$ cat src/rtl/conv_mac_pipe_acc.sv
// Pipelined signed MAC for conv kernels: operand register, MUL_STAGES product
// registers, windowed accumulator, then round/shift/saturate into a skid-free output register.
module conv_mac_pipe_acc #(
    parameter int DIN0_WIDTH = 16,
    parameter int DIN1_WIDTH = 8,
    parameter int ACC_WIDTH  = 32,
    parameter int DOUT_WIDTH = 16,
    parameter int MUL_STAGES = 2,
    parameter int ACC_LEN    = 9,
    parameter int SHIFT      = 8
) (
    input  logic                         ap_clk,
    input  logic                         ap_rst_n,
    input  logic                         in_valid,
    output logic                         in_ready,
    input  logic signed [DIN0_WIDTH-1:0] din0,
    input  logic signed [DIN1_WIDTH-1:0] din1,
    output logic                         out_valid,
    input  logic                         out_ready,
    output logic signed [DOUT_WIDTH-1:0] dout,
    output logic                         dout_sat
);
    localparam int PW  = DIN0_WIDTH + DIN1_WIDTH;
    localparam int CW  = (ACC_LEN > 1) ? $clog2(ACC_LEN) : 1;
    localparam int RSH = (SHIFT > 0) ? SHIFT - 1 : 0;
    localparam logic signed [ACC_WIDTH:0] RND  = (SHIFT > 0) ? ((ACC_WIDTH+1)'(1) << RSH) : (ACC_WIDTH+1)'(0);
    localparam logic signed [ACC_WIDTH:0] MAXV = ((ACC_WIDTH+1)'(1) << (DOUT_WIDTH-1)) - (ACC_WIDTH+1)'(1);
    localparam logic signed [ACC_WIDTH:0] MINV = ~MAXV;

    logic                         en, acc_fire, win_end;
    logic signed [DIN0_WIDTH-1:0] a_q;
    logic signed [DIN1_WIDTH-1:0] b_q;
    logic [MUL_STAGES:0]          vld_pipe;
    logic signed [PW-1:0]         prod;
    logic signed [PW-1:0]         prod_pipe [1:MUL_STAGES];
    logic signed [ACC_WIDTH-1:0]  acc, prod_ext, sum;
    logic [CW-1:0]                tap_cnt;
    logic signed [ACC_WIDTH:0]    sum_x, rnd_x;
    logic signed [DOUT_WIDTH-1:0] dout_nx;
    logic                         sat_nx;

    // A full output register that is not being drained freezes everything upstream.
    assign en       = !(out_valid && !out_ready);
    assign in_ready = en;
    assign prod     = PW'(a_q) * PW'(b_q);

    always_ff @(posedge ap_clk or negedge ap_rst_n) begin
        if (!ap_rst_n) begin
            a_q      <= '0;
            b_q      <= '0;
            vld_pipe <= '0;
            for (int i = 1; i <= MUL_STAGES; i++) prod_pipe[i] <= '0;
        end else if (en) begin
            a_q          <= din0;
            b_q          <= din1;
            vld_pipe[0]  <= in_valid;
            prod_pipe[1] <= prod;
            for (int i = 1; i <= MUL_STAGES; i++) vld_pipe[i] <= vld_pipe[i-1];
            for (int i = 2; i <= MUL_STAGES; i++) prod_pipe[i] <= prod_pipe[i-1];
        end
    end

    assign prod_ext = ACC_WIDTH'(prod_pipe[MUL_STAGES]);
    assign sum      = (tap_cnt == '0) ? prod_ext : acc + prod_ext;
    assign acc_fire = en && vld_pipe[MUL_STAGES];
    assign win_end  = (tap_cnt == CW'(ACC_LEN-1));

    always_ff @(posedge ap_clk or negedge ap_rst_n) begin
        if (!ap_rst_n) begin
            acc     <= '0;
            tap_cnt <= '0;
        end else if (acc_fire) begin
            if (win_end) begin
                tap_cnt <= '0;
            end else begin
                acc     <= sum;
                tap_cnt <= tap_cnt + CW'(1);
            end
        end
    end

    // One extra bit keeps the rounding add from wrapping before the shift.
    assign sum_x = (ACC_WIDTH+1)'(sum) + RND;
    assign rnd_x = sum_x >>> SHIFT;

    always_comb begin
        dout_nx = rnd_x[DOUT_WIDTH-1:0];
        sat_nx  = 1'b0;
        if (rnd_x > MAXV) begin
            dout_nx = DOUT_WIDTH'(MAXV);
            sat_nx  = 1'b1;
        end else if (rnd_x < MINV) begin
            dout_nx = DOUT_WIDTH'(MINV);
            sat_nx  = 1'b1;
        end
    end

    always_ff @(posedge ap_clk or negedge ap_rst_n) begin
        if (!ap_rst_n) begin
            out_valid <= 1'b0;
            dout      <= '0;
            dout_sat  <= 1'b0;
        end else if (en) begin
            if (acc_fire && win_end) begin
                out_valid <= 1'b1;
                dout      <= dout_nx;
                dout_sat  <= sat_nx;
            end else begin
                out_valid <= 1'b0;
            end
        end
    end
endmodule

$ cat config.mk
export PLATFORM = sky130hd
export DESIGN_NAME = conv_mac_pipe_acc
export DESIGN_NICKNAME = d
export VERILOG_FILES = /design/src/rtl/conv_mac_pipe_acc.sv
export SDC_FILE = /design/constraint.sdc
export NUM_CORES = 1
export LEC_CHECK = 0
export ABC_AREA = 1
export ABC_CLOCK_PERIOD_IN_PS = 9500
export CORE_MARGIN = 3
export CORE_UTILIZATION = 55
export DETAILED_ROUTE_END_ITERATION = 12
export DONT_BUFFER_PORTS = 1
export PLACE_DENSITY = 0.7
export SKIP_CTS_REPAIR_TIMING = 1
export SLEW_MARGIN = 30
export SYNTH_ARGS = -nofsm -noshare
export SYNTH_HDL_FRONTEND = slang
export SYNTH_SLANG_ARGS = --single-unit
$ cat constraint.sdc
create_clock -name ap_clk -period 9.5 [get_ports ap_clk]
set_clock_uncertainty 0.15 [all_clocks]
set_input_delay 1.9 -clock ap_clk [delete_from_list [all_inputs] [get_ports ap_clk]]
set_output_delay 1.9 -clock ap_clk [all_outputs]
set_load 0.05 [all_outputs]
==> metrics.txt, run 1 <==
# clock sinks 129; Period minus WS final 5.59 ns; Vias/cell 5.05; FF-to-FF path depth 23; Routed Antenna Nets 0; Detailed Place HPWL 25,600 µm; Slew Viols, Final 0; Mean Syn Cell Area 6.99 µm²; vias in the first global route 11,100; Synth Register Bits 129; register-to-register setup slack 3.91 ns; worst r2r src b_q[4]; Tot GR Track Use 25.8%; via count 11,100; IO buf count 0; Worst-Skew Late Latency 0.43 ns; share of cells above drive strength 1 8.09%; CP endpoint kind register; io pins 47; 1st-iter DRT viols 637; Clock transition at path regs 0.06 ns; final WL 32,600 µm; area leader, netlist dfrtp_1; Syn Std Cell Area 0.0133 mm²; RSZ-0062 raised after global routing no; final net count 2,077; die area 0.0261 mm²; Worst Setup SP b_q[4]; total gr overflow 0; chip height 161 µm; crit share post-route 58.9%; Syn Nets 2,113; reg-to-reg endpoint prod_pipe[47]; Critical Path End prod_pipe[47]; arrival time worst endpoint 5.79 ns; Post-route DRC 0; Slew headroom 49.8%; CP startpoint kind register; Worst-Margin Slew 0.750 ns; WP data required 9.69 ns; total negative setup slack 0 ns; Root Driver clkbuf_16; FMAX 0.179 GHz; 1st-pass router iterations 7; antenna violations before repair 0; wire per inst 14.8 µm; Cells after Synth 1,902; first-pass GRT wire length 53,900 µm; Initial Util 56.3%; status complete, no violations; endpoints failing hold 0; CTS tree yes; HP Class register to register; Fill cells 2,251; GPL Wtd Cong 0.889; # diodes 0; Core Area 0.0236 mm²; sequential cell area 0.00323 mm²; Die X-Extent 161 µm; Final setup viols 0; leading post-synthesis cells by cell area dfrtp_1, nand2_1, fa_1, inv_1, ha_1; Num CTS Buffers 17; Area Growth Syn to Fin 6.44%; max-cap violations 0; Netlist cell types 43; Clock Path Buffers 2; warning count from the yosys run 0; largest net degree at the start of global routing 130; final core area utilization 59.9%; Setup CP Type register to register; Synth top area share 24.3%; footprint of the multi-input gates 0.00828 mm²; Max H-tree Level 4; Critical Path Fanout Max 17; Seq/Total Area, Yosys 24.3%; Rows 56
-- worst min path at each step --
| stage | startpoint | end | slack, ns | cells after the start |
|---|---|---|---|---|
| floorplan | prod_pipe[24] | prod_ext[0] | 0.29 | 2 |
| global placement | prod_pipe[32] | prod_ext[8] | 0.30 | 2 |
| detailed placement | prod_pipe[24] | prod_ext[0] | 0.30 | 2 |
| CTS | prod_pipe[46] | prod_ext[22] | 0.32 | 2 |
| global route | prod_pipe[46] | prod_ext[22] | 0.35 | 2 |
| finish | prod_pipe[46] | prod_ext[22] | 0.32 | 2 |
-- layout by cell type, fill, tap and decap left out, drive strengths merged, types with 17 or more instances in the layout --
cell type and instances:
o21ai 95, clkbuf 17, dfrtp 129, xor2 24
nor2 132, nand4 20, fa 104, nand2 664
ha 79, a21oi 66, inv 410, nand3 75
-- metrics by stage --
stage / hold slack [ns] / cell area, µm² / setup slack (ns) / cells
2_1_floorplan: 0.292 / 13300 / 4.33 / 1902
3_3_place_gp: 0.303 / 13500 / 4.01 / 2166
3_5_place_dp: 0.302 / 13500 / 3.93 / 2166
4_1_cts: 0.324 / 14100 / 3.90 / 2197
5_1_grt: 0.352 / 14100 / 3.43 / 2197
6_report: 0.319 / 14100 / 3.91 / 2197
-- final cells by class --
class,instances,share of cell area [%]
multi-input combinational,1304,58.6
tap,319,2.82
clock inverter,14,1.63
sequential,129,22.8
inverter,408,10.8
timing repair buffer,6,0.318
clock buffer,17,3.01
-- synth_stat cells, drive strengths merged --
library cell  count
a21boi            2
a21o              1
a21oi            66
a31o              1
a31oi             1
and2              2
buf               7
clkbuf           54
clkinv            1
dfrtp           129
fa              104
ha               79
inv             407
nand2           664
nand3            75
nand3b            4
nand4            20
nor2            132
nor3              7
nor4              1
o211ai            1
o21a              1
o21ai            95
o21bai            2
o31ai             2
or2               5
xnor2            15
xor2             24
-- layer usage --
layer  vias to the layer above  GRT usage (%)  share of wire [%]
li1                       5611              -                  -
met4                         0           9.86                3.7
met2                       264           46.9                 51
met1                      5154           31.5                 42
met5                         -              0                  0
met3                        57           3.00                3.9
-- sequential cells by signal, indices dropped and copies added (netlist names) --
name / cells
dout: 16
out_valid: 1
a_q: 16
vld_pipe: 3
prod_ext: 24
acc: 32
b_q: 8
prod_pipe: 24
tap_cnt: 4
dout_sat: 1
-- logic make-up after synthesis --
logic type,after synthesis,synth area share [%]
AO/OA/AOI/OAI,172,7.08
XOR/XNOR,39,2.57
adder cells (fa/ha/maj),183,23.1
buffers and inverters,469,13.5
flip-flops,129,24.3
AND/OR/NAND/NOR,910,29.5
-- worst max-delay path: stages, from the launching register on --
cell      delay, ns
dfrtp_1        0.74
nand2_1        0.17
fa_1           0.53
fa_1           0.50
inv_1          0.06
fa_1           0.50
fa_1           0.49
ha_1           0.36
nand2_1        0.08
inv_1          0.04
a21oi_1        0.19
inv_1          0.09
nand2_1        0.06
nand2_1        0.07
a21boi_0       0.26
o21ai_0        0.22
a21boi_0       0.28
o21ai_0        0.15
nand2_1        0.08
inv_1          0.06
nor2_1         0.09
o21bai_1       0.08
xor2_1         0.14
o21ai_0        0.15
Power of run 1 is left out: the tool's default activity adds up to more than one toggle a clock period on the data nets, which glitch-free logic cannot reach.
==> run 2: changes to the inputs <==
ABC_CLOCK_PERIOD_IN_PS = 4850   (was 9500)
PLACE_DENSITY = 0.73   (was 0.7)
clock period = 4.85 ns   (was 9.5 ns; I/O delays follow)
==> run 2 against run 1 <==
Sequential share of layout area fell by 1.2 points. Maximum frequency up 14%. Wire length up 5.9%. Critical path type unchanged. The run now ends with negative setup slack left.
==> metrics.txt, run 2 (same netlist as run 1, synthesis figures left out) <==
commonest non-fill, non-tap cells in the layout nand2_1, inv_1, dfrtp_1, nor2_1, fa_1; Slew Viols, Final 0 (unchanged); CP endpoint kind register; Vias/cell 5.08 (+0.65%); endpoints failing hold 0 (unchanged); Period minus WS final 4.91 ns (-0.683 ns); arrival time worst endpoint 5.06 ns (-0.73 ns); Root Driver clkbuf_16; Max H-tree Level 4 (unchanged); Slowest cell on crit path fa_1; status complete, but fails checks; max-cap violations 0 (unchanged); 1st-iter DRT viols 752 (+18%); antenna violations before repair 0 (unchanged); Clock transition at path regs 0.06 ns (about the same); Die X-Extent 161 µm (unchanged); HP Class input pin to asynchronous set/reset pin; GPL Wtd Cong 0.929 (+4.4%); IO buf count 0 (unchanged); Critical Path Fanout Max 6 (-11); Rows 56 (unchanged); final WL 34,500 µm (+5.9%); CP Cell Sequence buf_6 > nand2_1 > inv_1 > fa_1 > fa_1 > fa_1 > fa_1 > ha_4 > a21oi_2 > o21ai_2 > nand2_1 > o211ai_1 > a31o_2 > a21o_1 > a21oi_2 > o21ai_2 > a31oi_1 > xor2_1 > o21ai_1; Tot GR Track Use 26.5% (+0.65 points); via count 11,600 (+4.7%); Setup CP Type register to register; # diodes 0 (unchanged); chip height 161 µm (unchanged); Area Growth Syn to Fin 12.9%; final net count 2,164 (+4.2%); share of cells above drive strength 1 15.6% (+7.5 points); critical path's largest stage delay 0.59 ns (-0.15 ns); 1st-pass router iterations 7 (unchanged); worst path bufs/invs 2 (-2); WP data required 5.00 ns (-4.69 ns); # clock sinks 129 (unchanged); Clock Path Buffers 2 (unchanged); CTS tree yes; CP top delay family adder cells; io pins 47 (unchanged); Worst-Skew Late Latency 0.43 ns (about the same); Post-route DRC 0 (unchanged); Initial Util 56.3% (unchanged); first-pass GRT wire length 55,700 µm (+3.4%); Final WS setup -0.0621 ns (-3.97 ns); CP startpoint kind register; Largest register FFs 32 (unchanged); FMAX 0.204 GHz (+14%); largest net degree at the start of global routing 130 (unchanged); failing checks negative setup slack; vias in the first global route 11,500 (+3.7%); Routed Antenna Nets 0 (unchanged); die area 0.0261 mm² (unchanged); commonest non-fill, non-tap cell in the layout nand2_1; RSZ-0062 raised after global routing yes; Detailed Place HPWL 26,400 µm (+3.0%); Most flops, register acc; total gr overflow 0 (unchanged); Final setup viols 2 (+2); Worst-Margin Slew 0.893 ns (+0.142 ns); crit share post-route 101% (+42 points); Slew headroom 40.5% (-9.3 points); Num CTS Buffers 17 (unchanged); Core Area 0.0236 mm² (unchanged); hold slack 0.0860 ns (-0.233 ns); wire per inst 15.1 µm (+1.8%); Most common cell on crit path fa_1; Fill cells 2,122 (-5.7%)
==> run 2: area by class of cell <==
class                   count  area (µm²)  area share [%]
multi-input cells        1304        8520            56.8
clock inverters            14         146           0.976
well taps                 319         399            2.66
repair buffers             93         731            4.87
clock buffers              18         429            2.86
flip-flops and latches    129        3240            21.6
inverters                 408        1530            10.2
==> run 2: through the flow <==
step / cells / cell area (µm²) / utilization (%) / setup WS (ns) / TNS (ns)
global placement: 2231 / 14000 / 59.3 / -0.140 / -0.394
detailed placement: 2231 / 14000 / 59.3 / -0.242 / -0.954
finish: 2285 / 15000 / 63.5 / -0.0621 / -0.0625
floorplan: 1902 / 13300 / - / -0.00112 / -0.00112
global route: 2285 / 15000 / 63.5 / -0.264 / -0.838
CTS: 2263 / 14600 / 61.7 / -0.320 / -1.36
==> run 2: worst paths after layout <==
kind / from / end / slack, ns / depth (start not counted)
max: b_q[2] / prod_pipe[44] / -0.06 / 19
min: ap_rst_n / acc[20] / 0.09 / 0
max reg2reg: b_q[2] / prod_pipe[44] / -0.06 / 19
min reg2reg: prod_pipe[30] / prod_ext[6] / 0.32 / 2
max in group asynchronous: ap_rst_n / a_q[2] / 4.23 / 0
min in group ap_clk: prod_pipe[30] / prod_ext[6] / 0.32 / 2
==> run 2: layer usage <==
layer | up-vias | GRT usage (%) | share of wire (%)
met3 | 82 | 2.98 | 3.5
met1 | 5461 | 31.9 | 41
li1 | 5795 | - | -
met2 | 267 | 47.9 | 51
met5 | - | 0 | 0
met4 | 0 | 11.5 | 4.5
Power of run 2 is left out for the same reason.
